$ cat src/rtl/stopwatch_pkg.sv
// Shared definitions for the stopwatch controller: state encoding, BCD
// digit limits, the time-of-count record and the 7-segment glyph table.
package stopwatch_pkg;

   // Controller states. Kept as plain 2-bit constants so older code that
   // compares against raw values keeps working.
   localparam logic [1:0] ST_IDLE  = 2'd0;
   localparam logic [1:0] ST_RUN   = 2'd1;
   localparam logic [1:0] ST_PAUSE = 2'd2;
   localparam logic [1:0] ST_LAP   = 2'd3;

   // Largest value each BCD digit may hold before it rolls over.
   localparam logic [3:0] TENTHS_MAX   = 4'd9;
   localparam logic [3:0] SEC_ONES_MAX = 4'd9;
   localparam logic [3:0] SEC_TENS_MAX = 4'd5;
   localparam logic [3:0] MINUTES_MAX  = 4'd9;

   // Elapsed time as M:SS.d, one BCD nibble per displayed digit.
   typedef struct packed {
      logic [3:0] minutes;
      logic [3:0] sec_tens;
      logic [3:0] sec_ones;
      logic [3:0] tenths;
   } bcd_time_t;

   localparam bcd_time_t TIME_ZERO = '0;

   // Segment patterns, bit order {g,f,e,d,c,b,a}, active-high.
   localparam logic [6:0] SEG_0     = 7'b0111111;
   localparam logic [6:0] SEG_1     = 7'b0000110;
   localparam logic [6:0] SEG_2     = 7'b1011011;
   localparam logic [6:0] SEG_3     = 7'b1001111;
   localparam logic [6:0] SEG_4     = 7'b1100110;
   localparam logic [6:0] SEG_5     = 7'b1101101;
   localparam logic [6:0] SEG_6     = 7'b1111101;
   localparam logic [6:0] SEG_7     = 7'b0000111;
   localparam logic [6:0] SEG_8     = 7'b1111111;
   localparam logic [6:0] SEG_9     = 7'b1101111;
   localparam logic [6:0] SEG_BLANK = 7'b0000000;

   // Advance a time value by one tenth, rippling carries upward. The
   // minutes digit wraps silently, so 9:59.9 becomes 0:00.0.
   function automatic bcd_time_t bcd_time_inc(input bcd_time_t t);
      bcd_time_t r;
      r = t;
      if (t.tenths != TENTHS_MAX) begin
         r.tenths = t.tenths + 4'd1;
      end else begin
         r.tenths = 4'd0;
         if (t.sec_ones != SEC_ONES_MAX) begin
            r.sec_ones = t.sec_ones + 4'd1;
         end else begin
            r.sec_ones = 4'd0;
            if (t.sec_tens != SEC_TENS_MAX) begin
               r.sec_tens = t.sec_tens + 4'd1;
            end else begin
               r.sec_tens = 4'd0;
               if (t.minutes != MINUTES_MAX) begin
                  r.minutes = t.minutes + 4'd1;
               end else begin
                  r.minutes = 4'd0;
               end
            end
         end
      end
      return r;
   endfunction

endpackage

$ cat src/rtl/bcd_to_7seg.sv
// Combinational BCD-to-7-segment decoder. Codes 10-15 never occur in a
// valid count and are shown as a blank digit.
module bcd_to_7seg
   import stopwatch_pkg::*;
(
   input  logic [3:0] bcd,
   output logic [6:0] seg
);

   // Table lookup of the glyph for one digit.
   always_comb begin
      seg = SEG_BLANK;
      case (bcd)
         4'd0:    seg = SEG_0;
         4'd1:    seg = SEG_1;
         4'd2:    seg = SEG_2;
         4'd3:    seg = SEG_3;
         4'd4:    seg = SEG_4;
         4'd5:    seg = SEG_5;
         4'd6:    seg = SEG_6;
         4'd7:    seg = SEG_7;
         4'd8:    seg = SEG_8;
         4'd9:    seg = SEG_9;
         default: seg = SEG_BLANK;
      endcase
   end

endmodule

$ cat src/rtl/stopwatch_ctrl.sv
// Stopwatch controller: start/stop and lap/clear keys drive a four-state
// FSM, a BCD M:SS.d counter advances on 0.1 s ticks, and a four-digit
// multiplexed 7-segment display is scanned from a 1 kHz strobe.
// dbg_state mirrors the FSM state register for observation.
module stopwatch_ctrl
   import stopwatch_pkg::*;
(
   input  logic       clk_in,
   input  logic       rst,
   input  logic       clk_1kHz,
   input  logic       clk_10Hz,
   input  logic       key_start,
   input  logic       key_lap,
   output logic [3:0] digit_sel,
   output logic [6:0] seg_data,
   output logic       seg_dp,
   output logic       running,
   output logic [1:0] dbg_state
);

   // Previous samples for rising-edge detection.
   logic prev_1khz;
   logic prev_10hz;
   logic prev_start;
   logic prev_lap;

   // One-cycle pulses on each input's rising edge.
   logic scan_pulse;
   logic tick_pulse;
   logic start_pulse;
   logic lap_pulse;

   logic [1:0] state;
   logic [1:0] state_nxt;
   bcd_time_t  count_q;
   bcd_time_t  count_nxt;
   bcd_time_t  lap_q;
   bcd_time_t  lap_nxt;
   bcd_time_t  disp_time;
   logic [3:0] digit_bcd;

   assign scan_pulse  = clk_1kHz  & ~prev_1khz;
   assign tick_pulse  = clk_10Hz  & ~prev_10hz;
   assign start_pulse = key_start & ~prev_start;
   assign lap_pulse   = key_lap   & ~prev_lap;

   // Next-state, count and lap-capture logic. The tick is judged against
   // the registered state, so a tick landing on a transition cycle still
   // counts if the old state was counting. Start wins over lap.
   always_comb begin
      state_nxt = state;
      count_nxt = count_q;
      lap_nxt   = lap_q;

      if (tick_pulse && (state == ST_RUN || state == ST_LAP)) begin
         count_nxt = bcd_time_inc(count_q);
      end

      if (start_pulse) begin
         case (state)
            ST_IDLE:  state_nxt = ST_RUN;
            ST_RUN:   state_nxt = ST_PAUSE;
            ST_LAP:   state_nxt = ST_PAUSE;
            ST_PAUSE: state_nxt = ST_RUN;
            default:  state_nxt = ST_IDLE;
         endcase
      end else if (lap_pulse) begin
         case (state)
            ST_RUN: begin
               state_nxt = ST_LAP;
               lap_nxt   = count_q;
            end
            ST_LAP: begin
               state_nxt = ST_RUN;
            end
            ST_PAUSE: begin
               state_nxt = ST_IDLE;
               count_nxt = TIME_ZERO;
            end
            default: begin
               state_nxt = state;
            end
         endcase
      end
   end

   // State, counter, lap register, edge history and scan position.
   always_ff @(posedge clk_in) begin
      if (rst) begin
         state      <= ST_IDLE;
         count_q    <= TIME_ZERO;
         lap_q      <= TIME_ZERO;
         prev_1khz  <= 1'b0;
         prev_10hz  <= 1'b0;
         prev_start <= 1'b0;
         prev_lap   <= 1'b0;
         digit_sel  <= 4'b0001;
      end else begin
         state      <= state_nxt;
         count_q    <= count_nxt;
         lap_q      <= lap_nxt;
         prev_1khz  <= clk_1kHz;
         prev_10hz  <= clk_10Hz;
         prev_start <= key_start;
         prev_lap   <= key_lap;
         if (scan_pulse) begin
            digit_sel <= {digit_sel[2:0], digit_sel[3]};
         end
      end
   end

   // Frozen lap time is shown only while in LAP.
   assign disp_time = (state == ST_LAP) ? lap_q : count_q;

   // Pick the BCD nibble for the digit currently being scanned.
   always_comb begin
      digit_bcd = 4'hF;
      case (digit_sel)
         4'b0001: digit_bcd = disp_time.tenths;
         4'b0010: digit_bcd = disp_time.sec_ones;
         4'b0100: digit_bcd = disp_time.sec_tens;
         4'b1000: digit_bcd = disp_time.minutes;
         default: digit_bcd = 4'hF;
      endcase
   end

   bcd_to_7seg u_dec (
      .bcd (digit_bcd),
      .seg (seg_data)
   );

   // Decimal point sits after the seconds-ones digit.
   assign seg_dp    = (digit_sel == 4'b0010);
   assign running   = (state == ST_RUN) || (state == ST_LAP);
   assign dbg_state = state;

endmodule

$ cat config.mk
export PLATFORM = sky130hd
export DESIGN_NAME = stopwatch_ctrl
export DESIGN_NICKNAME = d
export VERILOG_FILES = /design/src/rtl/stopwatch_pkg.sv /design/src/rtl/bcd_to_7seg.sv /design/src/rtl/stopwatch_ctrl.sv
export SDC_FILE = /design/constraint.sdc
export NUM_CORES = 1
export LEC_CHECK = 0
export ABC_AREA = 1
export BUFFER_PORTS_ARGS = -buffer_cell sky130_fd_sc_hd__buf_4
export CAP_MARGIN = 20
export CORE_AREA = 2 2 77 79
export DETAILED_ROUTE_END_ITERATION = 10
export DIE_AREA = 0 0 79 81
export PLACE_DENSITY = 0.72
export SLEW_MARGIN = 40
export SYNTH_ARGS = -nofsm -noshare
export SYNTH_HDL_FRONTEND = slang
export SYNTH_SLANG_ARGS = --single-unit
$ cat constraint.sdc
create_clock -name clk_in -period 2.2 [get_ports clk_in]
set_input_delay 0 -clock clk_in [delete_from_list [all_inputs] [get_ports clk_in]]
set_output_delay 0 -clock clk_in [all_outputs]
set_load 0.01 [all_outputs]
# [Word level (Yosys, flattened, before mapping)]
# Memories as Yosys holds them, arrays and structs flattened.
# Index checks and enable logic that the tools add are counted.
[word_totals] word_cells=65 rom_bits=112 output_inout_bits=15 register_bits=42 in_bits=6 memories=1
[op_classes] add_sub_neg=4 n_reduce_logical=9 n_mux=17 bitwise=9 n_eq_ne=11
[memory_table] memory="(no name shown)" depth=16 word_bits=7 read_ports=1 rd_clocked_by_memory_dff=0 wr=0 line="bcd_to_7seg.sv:13" text="case (bcd)"
[op_table] operator="16-bit 2-to-1 mux" n=5
[op_table] operator="4-bit 2-to-1 mux" n=5
[op_table] operator="4-bit by 1-bit adder with 4-bit output (second input constant)" n=4
[op_table] operator="4-bit case mux with 4 select lines" n=1
[op_table] operator="12-bit 2-to-1 mux" n=1
[op_table] operator="4-bit inequality test (second input constant)" n=3
[op_table] operator="8-bit 2-to-1 mux" n=1
[op_table] operator="2-bit case mux with 3 select lines" n=1
[op_table] operator="1-bit inverter" n=5
[op_table] operator="1-bit bitwise AND" n=4
[op_table] operator="2-bit == test (second input constant)" n=2
[op_table] operator="4-bit by 1-bit == test with 1-bit output (second input constant)" n=1
[op_table] operator="4-bit by 2-bit == test with 1-bit output (second input constant)" n=1
[op_table] operator="4-bit by 3-bit == test with 1-bit output (second input constant)" n=1
[op_table] operator="4-bit == test (second input constant)" n=1
[op_table] operator="2-bit 2-to-1 mux" n=2
[op_table] operator="4-bit by 3-bit inequality test with 1-bit output (second input constant)" n=1
[op_table] operator="2-bit case mux with 2 select lines" n=1
[op_table] operator="4-bit nonzero test" n=1
[op_table] operator="2-bit OR reduction" n=2
[op_table] operator="3-bit AND reduction" n=1
[op_table] operator="2-bit by 1-bit == test with 1-bit output (second input constant)" n=1
[op_table] operator="2-bit zero test" n=1
[op_table] operator="2-bit AND reduction" n=1
[op_table] operator="other kinds (3)" n=3

# [Depth between registers and ports, before layout]
# Gate-level depths: netlist (run 1).
[logic_depth] word_depth=9 ltp_mapped=17 ltp_nobuf=15

# [Modules after synthesis]
# Synthesis (run 1) repeated with hierarchy kept, for this count alone.
[unflattened] hier_cells=361 area_unflattened_um2=2376.0
[by_module_without_submodules] mod="stopwatch_ctrl" seq_area_each_um2=840.8 cells_per_inst=322 instances=1 area_per_inst_um2=2165.8
[by_module_without_submodules] mod="bcd_to_7seg" seq_area_each_um2=0.0 cells_per_inst=39 instances=1 area_per_inst_um2=210.2

# [Least setup slack after synthesis (run 1)]
# No wires, ideal clock.
[synth_timing] path_kind="register to output" start="register state[1] (netlist: dbg_state[1])" end="output seg_data[3]" required_ns=2.200 setup_slack_ns=0.080 arrival_time_ns=2.120 n_path_buf=2 path_stages_with_launch=16 cell_sequence="dfxtp_1 -> ha_1 -> buf_6 -> buf_2 -> o21ai_0 -> nand2_1 -> nand2_1 -> inv_1 -> nand2_1 -> a21oi_1 -> inv_1 -> ha_1 -> nand2_1 -> nand2_1 -> nand2_1 -> nand2_1"
[synth_via] elab_chain_cells=4
[synth_rtl] item="start: declaration" line="stopwatch_ctrl.sv:33" text="logic [1:0] state;"
[synth_rtl] item="start signal: assignment" line="stopwatch_ctrl.sv:99" text="state <= state_nxt;"
[synth_rtl] item="2-bit == test" line="stopwatch_ctrl.sv:113" text="assign disp_time = (state == ST_LAP) ? lap_q : count_q;"
[synth_rtl] item="16-bit 2-to-1 mux" line="stopwatch_ctrl.sv:113"
[synth_rtl] item="4-bit case mux with 4 select lines" line="stopwatch_ctrl.sv:118" text="case (digit_sel)"
[synth_rtl] item="memory read 16 x 7 bit"
[synth_rtl] item="end: declaration" line="stopwatch_ctrl.sv:15" text="output logic [6:0] seg_data,"
# No other way between the ends.

# [Worst setup path in the final report (run 1)]
[layout_timing] start="register state[0] (netlist: dbg_state[0])" end="output seg_data[0]"
# Same word-level chain as after synthesis.

==> metrics, run 1 <==
status finished, violations left; failing checks negative setup slack; CTS Root Cell clkbuf_8; final-stage net count 426; Post-Route WL 5.861 mm; Synth Flop Type dfxtp_1; initial antenna violation count 0; Die Wd 79 um; Max Root-Sink Buffers 2; Power Dens Cells 617.3 nW/um^2; gpl congestion 0.7723; Slowest cell on crit path dfxtp_2; number of core rows 28; full die area between 6000 and 7000 um^2; CTS buffer count 5; Crit Path Max Fanout 7; critical path class reg2out; chip height 81 um; Total GRT Usage 0.1885; TNS Setup -0.02521 ns; Period minus WS final between 2 and 2.5 ns; slew margin rel. 0.7164; WHS roughly 0.15 ns; post-synthesis cell count 365; synthesized cell area 2439 um^2; via count 2367; Synth Warn # 0; post-route cell area between 3000 and 4000 um^2; Clock Latency Late Sink 0.30 ns; post-synth top area share 0.3448; CP startpoint kind register; cell mode on critical path nand2_1; Via density 4.880; Final Max Tran Viols 0; WL per Instance around 12 um; Initial DRC Count 114; final setup margin -0.01432 ns; Pre-antenna DRT Iters 4; Hold Vio Cnt, Final 0; core footprint 5675 um^2; CTS tree built; LEAKAGE 1.381 nW; unrepaired setup endpoints after global routing true; area leader, netlist dfxtp_1; Arrival @ worst endpoint 2.21 ns; # IOs 21; top cells by area, synth dfxtp_1 (34%), nand2_1 (15%), inv_1 (8.6%); mean area per synthesized cell between 6 and 7 um^2; HPWL after detailed placement 3.768 mm; ANT nets after route 0; share of cells above drive strength 1 0.2390; clk sinks 42; net count after synthesis 382; ANT cells 0; max incr delay on CP 0.34 ns; DR DRC count 0; Fin Clk Skew 0.006626 ns; Worst VDD drop 0.0003056 V; final core utilization 0.5527; IO buf count 20; max cap viols 0; Seq/Total Area, Yosys 0.3448; top-count cell post-synth nand2_1; H-tree depth 2; Peak Freq 451.6 MHz; largest net degree at the start of global routing 33; Final setup viols 2; Async S/R FF share, synth 0; GR Overflow Total 0; CTS clock-pin slew for the worst setup and hold paths 0.08 ns; synth-to-layout area growth 28.63%; synth cell count leaders nand2_1 (96), inv_1 (56), dfxtp_1 (42); number of synthesized flops with an enable pin 0; first-pass GRT wire length 9.584 mm; Tcrit/Tclk final 1.007; crit-path cells ha_4, buf_12, nand2_1, o21ai_2, nand2_1, nand2_1, inv_1, nand2_2, a21oi_4, inv_2, ha_2, inv_2, nand3_2, nand2_1, nand2_1, nand2_1, buf_6; Required @ worst endpoint 2.20 ns; Hold Path Class in2reg; Worst Max-Slew Pin Slew 0.4238 ns; Yosys cell types 31; Yosys reg bits 42; Fill cells 566; Setup crit end kind primary output; placed instance area 2700 um^2; number of global-route vias before repair 2206; starting density of the core 0.4297
## area by class of cell
| cell class | instances | area (um^2) | share of cell area |
|---|---|---|---|
| Clock buffer | 7 | 86.33 | 0.02752 |
| Inverter | 61 | 234.0 | 0.07459 |
| Timing Repair Buffer | 45 | 412.9 | 0.1316 |
| Multi-Input combinational cell | 254 | 1461 | 0.4659 |
| Clock inverter | 1 | 5.005 | 0.001596 |
| Sequential cell | 42 | 843.3 | 0.2688 |
| Tap cell | 75 | 93.84 | 0.02992 |
## sequential cells by signal (all words and copies together), names as in the netlist
signal	flops
count_q	16
lap_q	16
digit_sel	4
dbg_state	2
prev_10hz	1
prev_1khz	1
prev_lap	1
prev_start	1
## metrics by stage
stage	setup slack, ns	instances	power, W
3_5_place_dp	0.08384	459	0.001282
3_3_place_gp	0.1707	459	0.001275
2_1_floorplan	0.07981	365	0.001123
6_report	-0.01432	485	0.001936
5_1_grt	-0.1580	485	0.002038
4_1_cts	-0.01061	485	0.001868
## where the power goes
part | total (W) | internal (W) | switching [W]
logic | 0.000601 | 0.000274 | 0.000327
clock network | 0.000520 | 0.000253 | 0.000267
registers | 0.000816 | 0.000793 | 0.0000230
total | 0.00194 | 0.00132 | 0.000616
## routing by layer
metal | track usage | part of all wire | routed length, um
met4 | 0.07069 | 0.019 | 114
met5 | 0 | 0 | 0
met2 | 0.3508 | 0.50 | 2955
met3 | 0.02444 | 0.027 | 160
met1 | 0.2208 | 0.45 | 2631
## final timing paths
check | endpoint | start | slack, ns | cells past startpoint
worst min-delay path | digit_sel[1] | clk_1kHz | 0.15 | 4
worst max-delay path | seg_data[0] | dbg_state[0] | -0.01 | 17
worst max register to register | count_q[3] | dbg_state[1] | 0.43 | 12
worst min register to register | lap_q[6] | lap_q[6] | 0.45 | 2
## critical path: cells and delay by family, from the launching register on
family | cells | cell delay [ns]
and+or+nand+nor | 8 | 0.57
adders and majority gates | 2 | 0.38
buffers and inverters | 5 | 0.42
DFF | 1 | 0.34
AOI/OAI and AO/OA | 2 | 0.22
## timing repair
action                                 4_1_cts  5_1_grt
gates resized for setup                     27       29
cloned                                       2        0
setup endpoints to repair                    7        7
buffers inserted                            11        1
hold buffers                                 5        0
endpoints found under the hold margin        4        0
pin swaps                                    5       13
## placed cells by master (no fill, tap or decap), types with 4 or more instances in the layout
cell	count
nand2_1	88
buf_4	30
nor2_1	27
clkbuf_8	6
inv_1	53
ha_4	4
nand2_4	7
ha_1	6
o21ai_0	28
a21oi_1	30
nor2_4	10
buf_6	8
nand2_2	11
nand3_1	11
inv_2	5
dfxtp_1	40
dlygate4sd3_1	5
o21ai_1	8
## logic make-up (layout without fill, tap and decap cells)
logic type	Yosys count	in the layout	synth area share
AO/OA/AOI/OAI	76	76	0.1616
XOR/XNOR	2	2	0.007184
adder cells (fa/ha/maj)	11	11	0.05644
buffers and inverters	69	114	0.1144
flip-flops	42	42	0.3448
AND/OR/NAND/NOR	165	165	0.3155
(Power assumes the default switching activity.)
==> inputs of run 2 (changes only) <==
==> constraint.sdc (replaced) <==
create_clock -name clk_in -period 2.2 [get_ports clk_in]
set_input_delay 0.44 -clock clk_in [delete_from_list [all_inputs] [get_ports clk_in]]
set_output_delay 0.44 -clock clk_in [all_outputs]
set_load 0.01 [all_outputs]
==> metrics, run 2 (synthesis gave the netlist of run 1 again) <==
status finished, violations left; failing checks negative setup slack; full die area 6399 um^2 (unchanged); M1 GR Usage 0.2392 (+0.01846); Most Crowded Layer GR met2; final core utilization 0.5708 (+0.01808); Arrival @ worst endpoint 2.23 ns (+0.02 ns); Hold Vio Cnt, Final 0 (unchanged); via count 2367 (unchanged); met2 usage in global routing 0.3254 (-0.02542); max cap viols 0 (unchanged); Peak Freq 373.9 MHz (-17%); number of global-route vias before repair 2121 (-3.9%); HPWL after detailed placement 3.971 mm (+5.4%); Pre-antenna DRT Iters 4 (unchanged); GR Overflow Total 0 (unchanged); sw frac 0.3234 (+0.005121); unrepaired setup endpoints after global routing true; logic gate share of total power 0.341 (+0.031); Post-Place Setup Slack -0.1226 ns (-0.2064 ns); Tcrit/Tclk final 1.216 (+0.2093); placed instance area 2856 um^2 (+5.8%); share of cells above drive strength 1 0.3048 (+0.06574); Final Power 0.001950 W (+0.72%); Max Root-Sink Buffers 2 (unchanged); Clock power frac 0.240 (-0.029); core footprint 5675 um^2 (unchanged); H-tree depth 2 (unchanged); LEAKAGE 1.444 nW (+4.5%); number of core rows 28 (unchanged); final setup margin -0.4747 ns (-0.4604 ns); Clock Latency Late Sink 0.29 ns (about the same); CP startpoint kind register; commonest non-fill, non-tap cell in the layout nand2_1; CTS Root Cell clkbuf_8; slew margin rel. 0.7214 (+0.004980); # IOs 21 (unchanged); grt met3 use 0.03444 (+0.01000); clk sinks 42 (unchanged); Setup crit end kind primary output; Period minus WS final 2.675 ns (+0.4604 ns); gpl congestion 0.8396 (+8.7%); Crit Path Max Fanout 6 (-1); Fin Clk Skew 0.004509 ns (-0.002117 ns); Die Wd 79 um (unchanged); Internal 0.001320 W (about the same); synth-to-layout area growth 32.84%; Worst VDD drop 0.0002785 V (-8.9%); IO buf count 20 (unchanged); Final Max Tran Viols 0 (unchanged); Initial DRC Count 97 (-15%); DR DRC count 0 (unchanged); WL per Instance 11.98 um (-0.85%); Psw 0.0006307 W (+2.3%); Total GRT Usage 0.1893 (+0.0007070); Final setup viols 7 (+5); post-route cell area 3239 um^2 (+3.3%); Power Dens Cells 602.1 nW/um^2 (-2.5%); CTS buffer count 5 (unchanged); starting density of the core 0.4297 (unchanged); first-pass GRT wire length 9.584 mm (unchanged); critical path class reg2out; Required @ worst endpoint 1.76 ns (-0.44 ns); CTS clock-pin slew for the worst setup and hold paths 0.08 ns (about the same); commonest non-fill, non-tap cells in the layout nand2_1 (75), inv_1 (52), dfxtp_1 (40); CTS tree built; Worst Max-Slew Pin Slew 0.4164 ns (-0.007444 ns); initial antenna violation count 0 (unchanged); ANT cells 0 (unchanged); Post-Route WL 5.931 mm (+1.2%); Flop pwr share 0.418 (-0.003); final-stage net count 437 (+2.6%); Via density 4.782 (-2.0%); top flop regs count_q (16), lap_q (16), digit_sel (4); Fill cells 509 (-10%); ANT nets after route 0 (unchanged); Hold Path Class in2reg; TNS Setup -3.048 ns (-3.023 ns); chip height 81 um (unchanged); largest net degree at the start of global routing 33 (unchanged)
-- run 2: final cells by class --
class / instances / area (um^2) / share of cell area
Clock buffer: 7 / 76.32 / 0.02356
Inverter: 61 / 236.5 / 0.07300
Multi-Input combinational cell: 254 / 1496 / 0.4620
Sequential cell: 42 / 848.3 / 0.2619
Tap cell: 75 / 93.84 / 0.02897
Timing Repair Buffer: 56 / 488.0 / 0.1506
-- run 2: final timing paths --
| kind | to | cells past startpoint | startpoint | slack (ns) |
|---|---|---|---|---|
| setup / recovery | seg_data[4] | 13 | dbg_state[1] | -0.47 |
| hold / removal | prev_lap | 2 | rst | 0.34 |
| setup reg to reg | count_q[15] | 13 | dbg_state[1] | 0.26 |
| hold reg to reg | lap_q[12] | 2 | lap_q[12] | 0.45 |
-- run 2: power groups by stage --
stage	Clock, W	Sequential (W)	Combinational, W
after floorplan	0	0.000837	0.000304
after global placement	0	0.000830	0.000495
after detailed placement	0	0.000832	0.000503
after CTS	0.000477	0.000814	0.000589
after global routing	0.000503	0.000819	0.000728
final	0.000469	0.000815	0.000666
-- run 2: critical path: stages, from the launching register on --
cell and delay [ns]:
dfxtp_4 0.36, ha_4 0.19, buf_6 0.14, buf_6 0.13, buf_6 0.12, nand2_2 0.06, o21ai_2 0.05, nand2_1 0.08
nand2_2 0.07, nor2_4 0.20, nand3_2 0.12, or2_1 0.24, nand2_1 0.08, buf_6 0.10
-- run 2: stage by stage --
stage / hold slack (ns) / std cells
after floorplan: 0.4237 / 365
after global placement: 0.4310 / 477
after detailed placement: 0.4338 / 477
after CTS: 0.3325 / 495
after global routing: 0.3388 / 495
final: 0.3368 / 495
-- run 2: per-layer routing --
metal | wire length (um) | vias up
met5 | 0 | -
met4 | 81 | 0
met3 | 189 | 9
met2 | 2991 | 40
met1 | 2668 | 1064
li1 | - | 1254
-- run 2: what timing repair did --
action | in CTS | in global routing
endpoints found under the setup margin | 7 | 7
hold buffers | 0 | 0
pin swaps | 17 | 28
buffers inserted | 11 | 1
resized for setup | 37 | 30
==> inputs of run 3 (changes only) <==
- CORE_AREA: 2 2 77 79 -> 2 2 76 78
- DIE_AREA: 0 0 79 81 -> 0 0 78 80
- SYNTH_HIERARCHICAL: unset -> 1
==> metrics, run 3 <==
placed instance area 2745 um^2 (-3.9%); commonest non-fill, non-tap cell in the layout nand2_1; Post-Route WL 5.412 mm (-8.8%); area leader, netlist dfxtp_1; Synth Flop Type dfxtp_1; WL per Instance 11.25 um (-6.1%); synth cell count leaders nand2_1 (100), inv_1 (45), dfxtp_1 (42); Hold Path Class in2reg; Period minus WS final 2.621 ns (-0.05410 ns); Total GRT Usage 0.1779 (-0.01139); max cap viols 0 (unchanged); M1 GR Usage 0.2278 (-0.01142); CP startpoint kind register; Hold Vio Cnt, Final 0 (unchanged); Initial DRC Count 188 (+94%); final setup margin -0.4206 ns (+0.05410 ns); Async S/R FF share, synth 0 (unchanged); Internal 0.001308 W (-0.91%); final-stage net count 425 (-2.7%); ANT cells 0 (unchanged); CTS buffer count 5 (unchanged); starting density of the core 0.4396 (+0.009910); Fin Clk Skew 0.01214 ns (+0.007631 ns); largest net degree at the start of global routing 33 (unchanged); synthesized cell area 2376 um^2 (-2.6%); Clock power frac 0.270 (+0.030); CP Launch Point dbg_state[1]; Most Crowded Layer GR met2; status finished, violations left; net count after synthesis 378 (-1.0%); IO buf count 20 (unchanged); # IOs 21 (unchanged); Required @ worst endpoint 1.76 ns (about the same); full die area 6240 um^2 (-2.5%); LEAKAGE 1.347 nW (-6.8%); Clock Latency Late Sink 0.29 ns (about the same); Reg2Reg Capture Point count_q[12]; Arrival @ worst endpoint 2.18 ns (-0.05 ns); CTS clock-pin slew for the worst setup and hold paths 0.08 ns (about the same); post-route cell area 3073 um^2 (-5.1%); gpl congestion 0.7864 (-6.3%); Non-Filler Instances 481 (-2.8%); Final Power 0.001881 W (-3.5%); mean area per synthesized cell 6.582 um^2 (-1.5%); WHS 0.3471 ns (+0.01035 ns); HPWL after detailed placement 3.771 mm (-5.0%); Pre-antenna DRT Iters 4 (unchanged); synth-to-layout area growth 29.33%; Final setup viols 7 (unchanged); critical path class reg2out; slew margin rel. 0.7230 (+0.001598); unrepaired setup endpoints after global routing true; Max Root-Sink Buffers 2 (unchanged); Seq/Total Area, Yosys 0.3539 (+0.009078); post-synthesis cell count 361 (-1.1%); share of cells above drive strength 1 0.2665 (-0.03826); Worst VDD drop 0.0004019 V (+44%); DR DRC count 0 (unchanged); sw frac 0.3050 (-0.01838); top-count cell post-synth nand2_1; Via density 4.857 (+1.6%); Synth Warn # 6 (+6); Worst R2R Setup Slack 0.39 ns (+0.13 ns); GR Overflow Total 0 (unchanged); H-tree depth 2 (unchanged); chip height 80 um (-1.2%); number of synthesized flops with an enable pin 0 (unchanged); Peak Freq 381.6 MHz (+2.1%); Yosys cell types 27 (-13%); Tcrit/Tclk final 1.191 (-0.02459); Inst Count DP 461 (-3.4%); Worst Max-Slew Pin Slew 0.4140 ns (-0.002388 ns); Die Wd 78 um (-1.3%); Fill cells 524 (+2.9%); first-pass GRT wire length 9.052 mm (-5.6%); core footprint 5405 um^2 (-4.8%); number of global-route vias before repair 2108 (-0.61%); grt met3 use 0.03507 (+0.0006234); initial antenna violation count 0 (unchanged); failing checks negative setup slack; post-synth top area share 0.3539 (+0.009078); ANT nets after route 0 (unchanged); Yosys reg bits 42 (unchanged); logic gate share of total power 0.296 (-0.045); reg2reg start dbg_state[1]; Flop pwr share 0.434 (+0.016); top flop regs count_q (16), lap_q (16), digit_sel (4); Power Dens Cells 612.3 nW/um^2 (+1.7%); Psw 0.0005738 W (-9.0%); Crit Path Max Fanout 7 (+1); via count 2336 (-1.3%); top cells by area, synth dfxtp_1 (35%), nand2_1 (16%), inv_1 (7.1%); commonest non-fill, non-tap cells in the layout nand2_1 (90), inv_1 (39), dfxtp_1 (39); CTS Root Cell clkbuf_8; Final Max Tran Viols 0 (unchanged); Setup crit end kind primary output; number of core rows 27 (-3.6%); met2 usage in global routing 0.3043 (-0.02111); crit path to seg_data[3]; CTS tree built; clk sinks 42 (unchanged); FF-to-FF path depth 12 (-1)
-- run 3: kinds of logic (layout without fill, tap and decap cells) --
family / count (synthesis) / count (layout) / share of synthesized area
and+or+nand+nor: 169 / 169 / 0.3160
buffers and inverters: 61 / 109 / 0.1037
AOI/OAI and AO/OA: 77 / 77 / 0.1648
xor gates and xnor gates: 1 / 1 / 0.003687
adders and majority gates: 11 / 11 / 0.05792
DFF: 42 / 42 / 0.3539
-- run 3: worst max-delay path, stage by stage (launching register included) --
cell and delay (ns):
dfxtp_2 0.35, ha_4 0.20, buf_6 0.13, nand2_2 0.06, o21ai_2 0.05, nand2_1 0.06, nand2_1 0.04, inv_1 0.04
nand4_1 0.21, inv_2 0.18, ha_4 0.21, nand2_2 0.07, nand2_2 0.05, nand2_2 0.06, nand2_2 0.05, buf_6 0.11
-- run 3: timing repair --
item,CTS,global route
endpoints found under the setup margin,7,7
hold endpoints to repair,0,0
gates resized for setup,20,23
pin swaps,13,7
hold buffers,0,0
cloned,1,0
buffers inserted,9,2
-- run 3: final cells by class --
class | count | area (um^2) | area share
Sequential cell | 42 | 847.1 | 0.2757
Inverter | 51 | 191.4 | 0.06230
Multi-Input combinational cell | 258 | 1400 | 0.4556
Timing Repair Buffer | 50 | 452.9 | 0.1474
Clock buffer | 7 | 86.33 | 0.02809
Clock inverter | 1 | 5.005 | 0.001629
Tap cell | 72 | 90.09 | 0.02932
-- run 3: worst min path at each step --
stage / startpoint / end / cells past startpoint
after floorplan: count_q[14] / count_q[14] / 2
after global placement: count_q[14] / count_q[14] / 2
after detailed placement: count_q[13] / count_q[13] / 2
after CTS: rst / prev_lap / 2
after global routing: rst / prev_1khz / 2
final: rst / prev_1khz / 2
-- run 3: metrics by stage --
step	TNS, ns	setup WS [ns]	util
after floorplan	0	0.002128	-
after global placement	-0.02399	-0.02399	0.5079
after detailed placement	-0.05068	-0.04845	0.5079
after CTS	-2.093	-0.3149	0.5523
after global routing	-3.680	-0.5689	0.5685
final	-2.641	-0.4206	0.5685
-- run 3: per-layer routing --
layer | part of all wire | vias up
li1 | - | 1245
met1 | 0.48 | 1043
met2 | 0.48 | 40
met3 | 0.027 | 8
met4 | 0.012 | 0
met5 | 0 | -
-- run 3: power groups by stage --
stage | Clock [W] | Combinational (W) | Sequential, W
2_1_floorplan | 0 | 0.000279 | 0.000838
3_3_place_gp | 0 | 0.000441 | 0.000830
3_5_place_dp | 0 | 0.000448 | 0.000831
4_1_cts | 0.000526 | 0.000507 | 0.000814
5_1_grt | 0.000554 | 0.000614 | 0.000820
6_report | 0.000508 | 0.000557 | 0.000817
